### config.mk
export PLATFORM = sky130hd
export DESIGN_NAME = halloween_opcode_executor
export DESIGN_NICKNAME = d
export VERILOG_FILES = /design/src/rtl/halloween_pkg.sv /design/src/rtl/hd_action_timer.sv /design/src/rtl/halloween_opcode_executor.sv
export SDC_FILE = /design/constraint.sdc
export NUM_CORES = 1
export LEC_CHECK = 0
export BUFFER_PORTS_ARGS = -buffer_cell sky130_fd_sc_hd__buf_2
export CORE_MARGIN = 2
export CORE_UTILIZATION = 50
export CTS_CLUSTER_SIZE = 8
export DETAILED_ROUTE_END_ITERATION = 8
export GPL_TIMING_DRIVEN = 0
export PLACE_DENSITY = 0.74
export SKIP_CTS_REPAIR_TIMING = 1
export SLEW_MARGIN = 5
export SYNTH_ARGS = -nofsm -noshare
export SYNTH_HDL_FRONTEND = slang
export SYNTH_SLANG_ARGS = --single-unit
export TNS_END_PERCENT = 100
### constraint.sdc
create_clock -name clk -period 1.9 [get_ports clk]
set_input_delay 0.19 -clock clk [delete_from_list [all_inputs] [get_ports clk]]
set_output_delay 0.19 -clock clk [all_outputs]
set_load 0.02 [all_outputs]
### src/rtl/halloween_pkg.sv
// Shared opcode, class, colour and state encodings for the decoration executor.
package halloween_pkg;

   // Full 4-bit opcodes {class, op}
   localparam logic [3:0] OP_ON     = 4'b0000;
   localparam logic [3:0] OP_RESET  = 4'b0001;
   localparam logic [3:0] OP_GREEN  = 4'b0100;
   localparam logic [3:0] OP_PURPLE = 4'b0101;
   localparam logic [3:0] OP_ORANGE = 4'b0110;
   localparam logic [3:0] OP_SCREAM = 4'b1000;
   localparam logic [3:0] OP_CACKLE = 4'b1001;
   localparam logic [3:0] OP_BOO    = 4'b1010;
   localparam logic [3:0] OP_WAVE   = 4'b1100;
   localparam logic [3:0] OP_JAW    = 4'b1101;
   localparam logic [3:0] OP_FOG    = 4'b1110;

   // Opcode classes (op_code[3:2])
   localparam logic [1:0] CLS_SYS    = 2'b00;
   localparam logic [1:0] CLS_COLOR  = 2'b01;
   localparam logic [1:0] CLS_SOUND  = 2'b10;
   localparam logic [1:0] CLS_EFFECT = 2'b11;

   // Lamp colours
   localparam logic [1:0] COLOR_GREEN  = 2'b00;
   localparam logic [1:0] COLOR_PURPLE = 2'b01;
   localparam logic [1:0] COLOR_ORANGE = 2'b10;
   localparam logic [1:0] COLOR_DARK   = 2'b11;

   // Executor states
   localparam logic [2:0] S_OFF    = 3'd0;
   localparam logic [2:0] S_IDLE   = 3'd1;
   localparam logic [2:0] S_SOUND  = 3'd2;
   localparam logic [2:0] S_EFFECT = 3'd3;
   localparam logic [2:0] S_COOL   = 3'd4;

   // Codes with no defined meaning in the opcode map
   function automatic logic op_is_undefined(input logic [3:0] code);
      case (code)
         4'b0010, 4'b0011, 4'b0111, 4'b1011, 4'b1111: return 1'b1;
         default:                                     return 1'b0;
      endcase
   endfunction

endpackage

### src/rtl/hd_action_timer.sv
// Loadable down-counter shared by all timed executor states; done while count is zero.
module hd_action_timer #(
   parameter int unsigned W = 5
) (
   input  logic         clk,
   input  logic         rst,
   input  logic         load,
   input  logic [W-1:0] load_val,
   output logic         done
);

   logic [W-1:0] cnt;

   // Load has priority; otherwise count down and park at zero
   always_ff @(posedge clk) begin
      if (rst)             cnt <= '0;
      else if (load)       cnt <= load_val;
      else if (cnt != '0)  cnt <= cnt - W'(1);
   end

   assign done = (cnt == '0);

endmodule

### src/rtl/halloween_opcode_executor.sv
// Decoration opcode executor: decodes one opcode per handshake and drives lamp,
// sound and actuator outputs, holding off new opcodes while a timed action runs.
// Optional build macro: FOG_COOLDOWN_EN adds a dead period after FOG.
module halloween_opcode_executor
   import halloween_pkg::*;
#(
   parameter int unsigned SOUND_CYCLES        = 8,
   parameter int unsigned EFFECT_CYCLES       = 16,
   parameter int unsigned FOG_COOLDOWN_CYCLES = 4
) (
   input  logic       clk,
   input  logic       rst,
   input  logic       op_valid,
   input  logic [3:0] op_code,
   output logic       op_ready,
   output logic       powered,
   output logic [1:0] color,
   output logic       sound_on,
   output logic [1:0] sound_sel,
   output logic       wave_hands,
   output logic       move_jaw,
   output logic       fog,
   output logic       illegal_op
);

   localparam int unsigned MAX_SE  = (SOUND_CYCLES > EFFECT_CYCLES) ? SOUND_CYCLES : EFFECT_CYCLES;
   localparam int unsigned MAX_CYC = (MAX_SE > FOG_COOLDOWN_CYCLES) ? MAX_SE : FOG_COOLDOWN_CYCLES;
   localparam int unsigned TW      = $clog2(MAX_CYC + 1);

   logic [2:0]    state, state_d;
   logic          powered_d, sound_on_d, wave_d, jaw_d, fog_d, illegal_d;
   logic [1:0]    color_d, sel_d;
   logic          tmr_load, tmr_done;
   logic [TW-1:0] tmr_val;
   logic          accept;

   assign op_ready = (state == S_OFF) || (state == S_IDLE);
   assign accept   = op_valid && op_ready;

   hd_action_timer #(.W(TW)) u_timer (
      .clk      (clk),
      .rst      (rst),
      .load     (tmr_load),
      .load_val (tmr_val),
      .done     (tmr_done)
   );

   // Next-state and next-output decode
   always_comb begin
      state_d    = state;
      powered_d  = powered;
      color_d    = color;
      sound_on_d = sound_on;
      sel_d      = sound_sel;
      wave_d     = wave_hands;
      jaw_d      = move_jaw;
      fog_d      = fog;
      illegal_d  = 1'b0;
      tmr_load   = 1'b0;
      tmr_val    = '0;
      case (state)
         S_OFF: begin
            // Only ON wakes the decoration; everything else is swallowed
            if (accept && op_code == OP_ON) begin
               powered_d = 1'b1;
               state_d   = S_IDLE;
            end
         end
         S_IDLE: begin
            if (accept) begin
               if (op_is_undefined(op_code)) begin
                  illegal_d = 1'b1;
               end else begin
                  case (op_code[3:2])
                     CLS_SYS: begin
                        if (op_code == OP_RESET) begin
                           powered_d  = 1'b0;
                           color_d    = COLOR_DARK;
                           sound_on_d = 1'b0;
                           sel_d      = 2'b00;
                           wave_d     = 1'b0;
                           jaw_d      = 1'b0;
                           fog_d      = 1'b0;
                           state_d    = S_OFF;
                        end
                     end
                     CLS_COLOR: color_d = op_code[1:0];
                     CLS_SOUND: begin
                        sound_on_d = 1'b1;
                        sel_d      = op_code[1:0];
                        tmr_load   = 1'b1;
                        tmr_val    = TW'(SOUND_CYCLES - 1);
                        state_d    = S_SOUND;
                     end
                     CLS_EFFECT: begin
                        case (op_code[1:0])
                           2'b00:   wave_d = 1'b1;
                           2'b01:   jaw_d  = 1'b1;
                           default: fog_d  = 1'b1;
                        endcase
                        tmr_load = 1'b1;
                        tmr_val  = TW'(EFFECT_CYCLES - 1);
                        state_d  = S_EFFECT;
                     end
                  endcase
               end
            end
         end
         S_SOUND: begin
            if (tmr_done) begin
               sound_on_d = 1'b0;
               state_d    = S_IDLE;
            end
         end
         S_EFFECT: begin
            if (tmr_done) begin
               wave_d  = 1'b0;
               jaw_d   = 1'b0;
               fog_d   = 1'b0;
               state_d = S_IDLE;
`ifdef FOG_COOLDOWN_EN
               // Let the fog machine rest before any further opcode
               if (fog) begin
                  tmr_load = 1'b1;
                  tmr_val  = TW'(FOG_COOLDOWN_CYCLES - 1);
                  state_d  = S_COOL;
               end
`endif
            end
         end
         S_COOL: begin
            if (tmr_done) state_d = S_IDLE;
         end
         default: state_d = S_OFF;
      endcase
   end

   // State and output registers with synchronous reset
   always_ff @(posedge clk) begin
      if (rst) begin
         state      <= S_OFF;
         powered    <= 1'b0;
         color      <= COLOR_DARK;
         sound_on   <= 1'b0;
         sound_sel  <= 2'b00;
         wave_hands <= 1'b0;
         move_jaw   <= 1'b0;
         fog        <= 1'b0;
         illegal_op <= 1'b0;
      end else begin
         state      <= state_d;
         powered    <= powered_d;
         color      <= color_d;
         sound_on   <= sound_on_d;
         sound_sel  <= sel_d;
         wave_hands <= wave_d;
         move_jaw   <= jaw_d;
         fog        <= fog_d;
         illegal_op <= illegal_d;
      end
   end

endmodule

==> parameters.txt <==
Parameter                              Value

Clock network
  TritonCTS clock tree ... yes
  Buffer cell driving the clock tree root ... sky130_fd_sc_hd__clkbuf_4
  Level count of the clock H-tree ... 1
  Number of sinks handled by clock tree synthesis ... 17
  Clock slew at reported path FFs ... 0.11 ns
  Max clock buf depth ... 2
  Clock latency reported for the late side of the worst-skew pair ... 0.29 ns
  TritonCTS Buffers ... 3

Floorplan
  Height of the die ... 46.4 um
  Total core area ... 1710 sq um
  Overall die area ... 2150 sq um
  FP Rows ... 15
  Die span in x ... 46.4 um
  Effective utilization at floorplan ... 52.5%
  I/O pins ... 18

Power
  Worst IR drop on VDD ... 616 uV
  Leak Pwr ... 0.404 nW
  Tot Pwr ... 0.961 mW
  Cell Pwr Density ... 937 nW/um^2

Finish
  Fraction of layout cells with a size suffix above 1 ... 28.1%
  Antenna cells ... 0
  Area Overhead vs Synth ... 14.4%
  Post-layout nets ... 130

Yosys
  Total of warnings raised by yosys ... 0
  Cell types with the largest area share after synthesis ... sky130_fd_sc_hd__dfxtp_1 (38%), sky130_fd_sc_hd__a21oi_1 (6.7%), sky130_fd_sc_hd__nand3_1 (3.9%), sky130_fd_sc_hd__nor4b_2 (3.3%), sky130_fd_sc_hd__inv_1 (2.9%)
  Net count after synthesis ... 111
  Commonest cells post-synth ... sky130_fd_sc_hd__dfxtp_1 (17), sky130_fd_sc_hd__a21oi_1 (12), sky130_fd_sc_hd__inv_1 (7), sky130_fd_sc_hd__nand2_1 (7), sky130_fd_sc_hd__nand3_1 (7)
  Proportion of synthesized chip area in sequential cells ... 37.9%
  Library cell with the largest summed area after synthesis ... sky130_fd_sc_hd__dfxtp_1
  Top_reg_cell synth ... sky130_fd_sc_hd__dfxtp_1
  Most common cell in the synthesized netlist ... sky130_fd_sc_hd__dfxtp_1
  Number of synthesized register bits ... 17
  Mean post-synth cell area ... 8.71 sq um
  Post-synthesis instance area ... 897 sq um
  Area share of the largest cell type after synthesis ... 37.9%
  Async set-reset flop share out of synthesis ... 0%
  Count of distinct cell types in the synthesized netlist ... 43
  Number of enable-type register cells in the synthesized netlist ... 0
  Cell count after synthesis ... 103

Global routing
  Number of antenna violations at the first check in global routing ... 0
  Pin count of the biggest net entering global routing ... 11
  Number of global-route vias before repair ... 758
  Overall fraction of global-route tracks in use ... 21.3%
  Overflow left after global routing ... 0
  First-pass GRT wire length ... 3.23 mm

Flow run
  Max-cap viol count ... 0

Timing
  Headroom to the max-slew limit ... 70.2%
  Post-route minimum period ... 1.66 ns
  Final setup fails ... 0
  Count of final max-slew check failures ... 0
  Worst setup skew after layout ... 0.0147 ns
  Final period utilization ... 87.5%
  Final total negative setup slack ... 0 ns
  Final setup margin ... 0.238 ns
  Worst Max-Slew Pin Slew ... 0.446 ns
  Setup repair after global routing missed its margin ... no
  Fin. Hold Viols ... 0
  Achievable frequency ... 602 MHz
  Final hold slack ... 0.173 ns

Worst setup path
  Required time at the worst-slack endpoint ... 2.05 ns
  Arrival time of the worst setup path ... 1.82 ns
  Worst-path cell chain ... inv_1 -> ha_1 -> nand2b_1 -> or3_1 -> buf_2 -> o31ai_1 -> or2_1 -> a21oi_1
  Max stage delay on crit path ... 0.32 ns
  Critical Path Start Type ... register
  Largest fanout on the critical path ... 6
  Critical path's slowest cell ... sky130_fd_sc_hd__dfxtp_1
  Critical path class ... register to register
  Sort of element at the end of the critical path ... register
  Buffers & Inverters on Critical Path ... 2
  Delay-heaviest family, CP ... simple AND/OR/NAND/NOR gates

Routing
  Drt first pass iters ... 4
  Via-to-Cell Ratio ... 5.44
  Total routed wirelength ... 1.90 mm
  Vias post-DR ... 794
  Count of antenna-violating nets left after detailed routing ... 0
  DRC violations left ... 0
  Wire length per cell ... 13.0 um
  Initial drt markers ... 14

Place
  Post-Place Worst Slack ... 0.259 ns
  GP Congestion ... 0.805
  HPWL after DPL ... 1.47 mm
  Count of port buffers added during placement ... 14

Hold path
  Hold Crit Class ... input pin to register

Outcome
  Outcome ... completed
routing by layer:
metal  wire, um  global-route usage (%)
met1        862                    27.0
met2        934                    35.6
met3         83                    3.53
met4         19                    8.57
met5          0                       0
report_power, final:
part | internal [mW] | switching [mW] | total, mW
registers | 0.397 | 0.0371 | 0.435
clock network | 0.0780 | 0.117 | 0.195
logic | 0.156 | 0.176 | 0.332
total | 0.631 | 0.330 | 0.961
worst reg2reg max path, stage by stage (launching register included):
cell and delay [ns]:
sky130_fd_sc_hd__dfxtp_1 0.32, sky130_fd_sc_hd__inv_1 0.09, sky130_fd_sc_hd__ha_1 0.22, sky130_fd_sc_hd__nand2b_1 0.09
sky130_fd_sc_hd__or3_1 0.30, sky130_fd_sc_hd__buf_2 0.16, sky130_fd_sc_hd__o31ai_1 0.17, sky130_fd_sc_hd__or2_1 0.12
sky130_fd_sc_hd__a21oi_1 0.06
registers in the layout, indices dropped and copies added (netlist names):
register     flops
illegal_op       1
sound_on         1
move_jaw         1
wave_hands       1
fog              1
state            2
u_timer.cnt      5
powered          1
sound_sel        2
color            2
stage by stage:
step	std cells	cell area, sq um	util [%]
6_report	146	1030	60.1
3_5_place_dp	142	998	58.5
3_3_place_gp	142	998	58.5
5_1_grt	146	1030	60.1
2_1_floorplan	103	897	-
4_1_cts	146	1030	60.1
layout by cell type (no fill, tap or decap), types with 3 or more instances in the layout:
| master | netlist | final |
|---|---|---|
| sky130_fd_sc_hd__buf_2 | 1 | 15 |
| sky130_fd_sc_hd__a21oi_1 | 12 | 12 |
| sky130_fd_sc_hd__nand2b_1 | 3 | 3 |
| sky130_fd_sc_hd__nand2_1 | 7 | 7 |
| sky130_fd_sc_hd__clkbuf_4 | 0 | 3 |
| sky130_fd_sc_hd__inv_1 | 7 | 7 |
| sky130_fd_sc_hd__nor2_1 | 4 | 4 |
| sky130_fd_sc_hd__o21ai_0 | 5 | 5 |
| sky130_fd_sc_hd__dfxtp_1 | 17 | 17 |
| sky130_fd_sc_hd__nand3_1 | 7 | 7 |
final cells by class:
class | count | area (sq um)
flip-flops and latches | 17 | 340
well taps | 25 | 31.3
multi-input cells | 73 | 484
plain buffers | 6 | 46.3
inverters | 7 | 26.3
clock buffers | 3 | 22.5
fillers | 167 | 682
repair buffers | 14 | 70.1
clock inverters | 1 | 5.00
kinds of logic (layout without fill, tap and decap cells):
logic type | Yosys count | in the layout | synth area share [%]
and+or+nand+nor | 38 | 38 | 26.5
AOI/OAI and AO/OA | 31 | 31 | 22.9
DFF | 17 | 17 | 37.9
buffers and inverters | 13 | 31 | 8.09
xor gates and xnor gates | 2 | 2 | 1.95
adders and majority gates | 1 | 1 | 1.39
muxes | 1 | 1 | 1.26
path summary, 6_finish.rpt:
path	cells after the start	slack, ns	to	startpoint
max	8	0.24	sound_on	u_timer.cnt[0]
min reg2reg	2	0.47	sound_sel[0]	sound_sel[0]
min	2	0.17	wave_hands	rst
max reg2reg	8	0.24	sound_on	u_timer.cnt[0]
No activity file was read; power rests on OpenSTA's default activity.
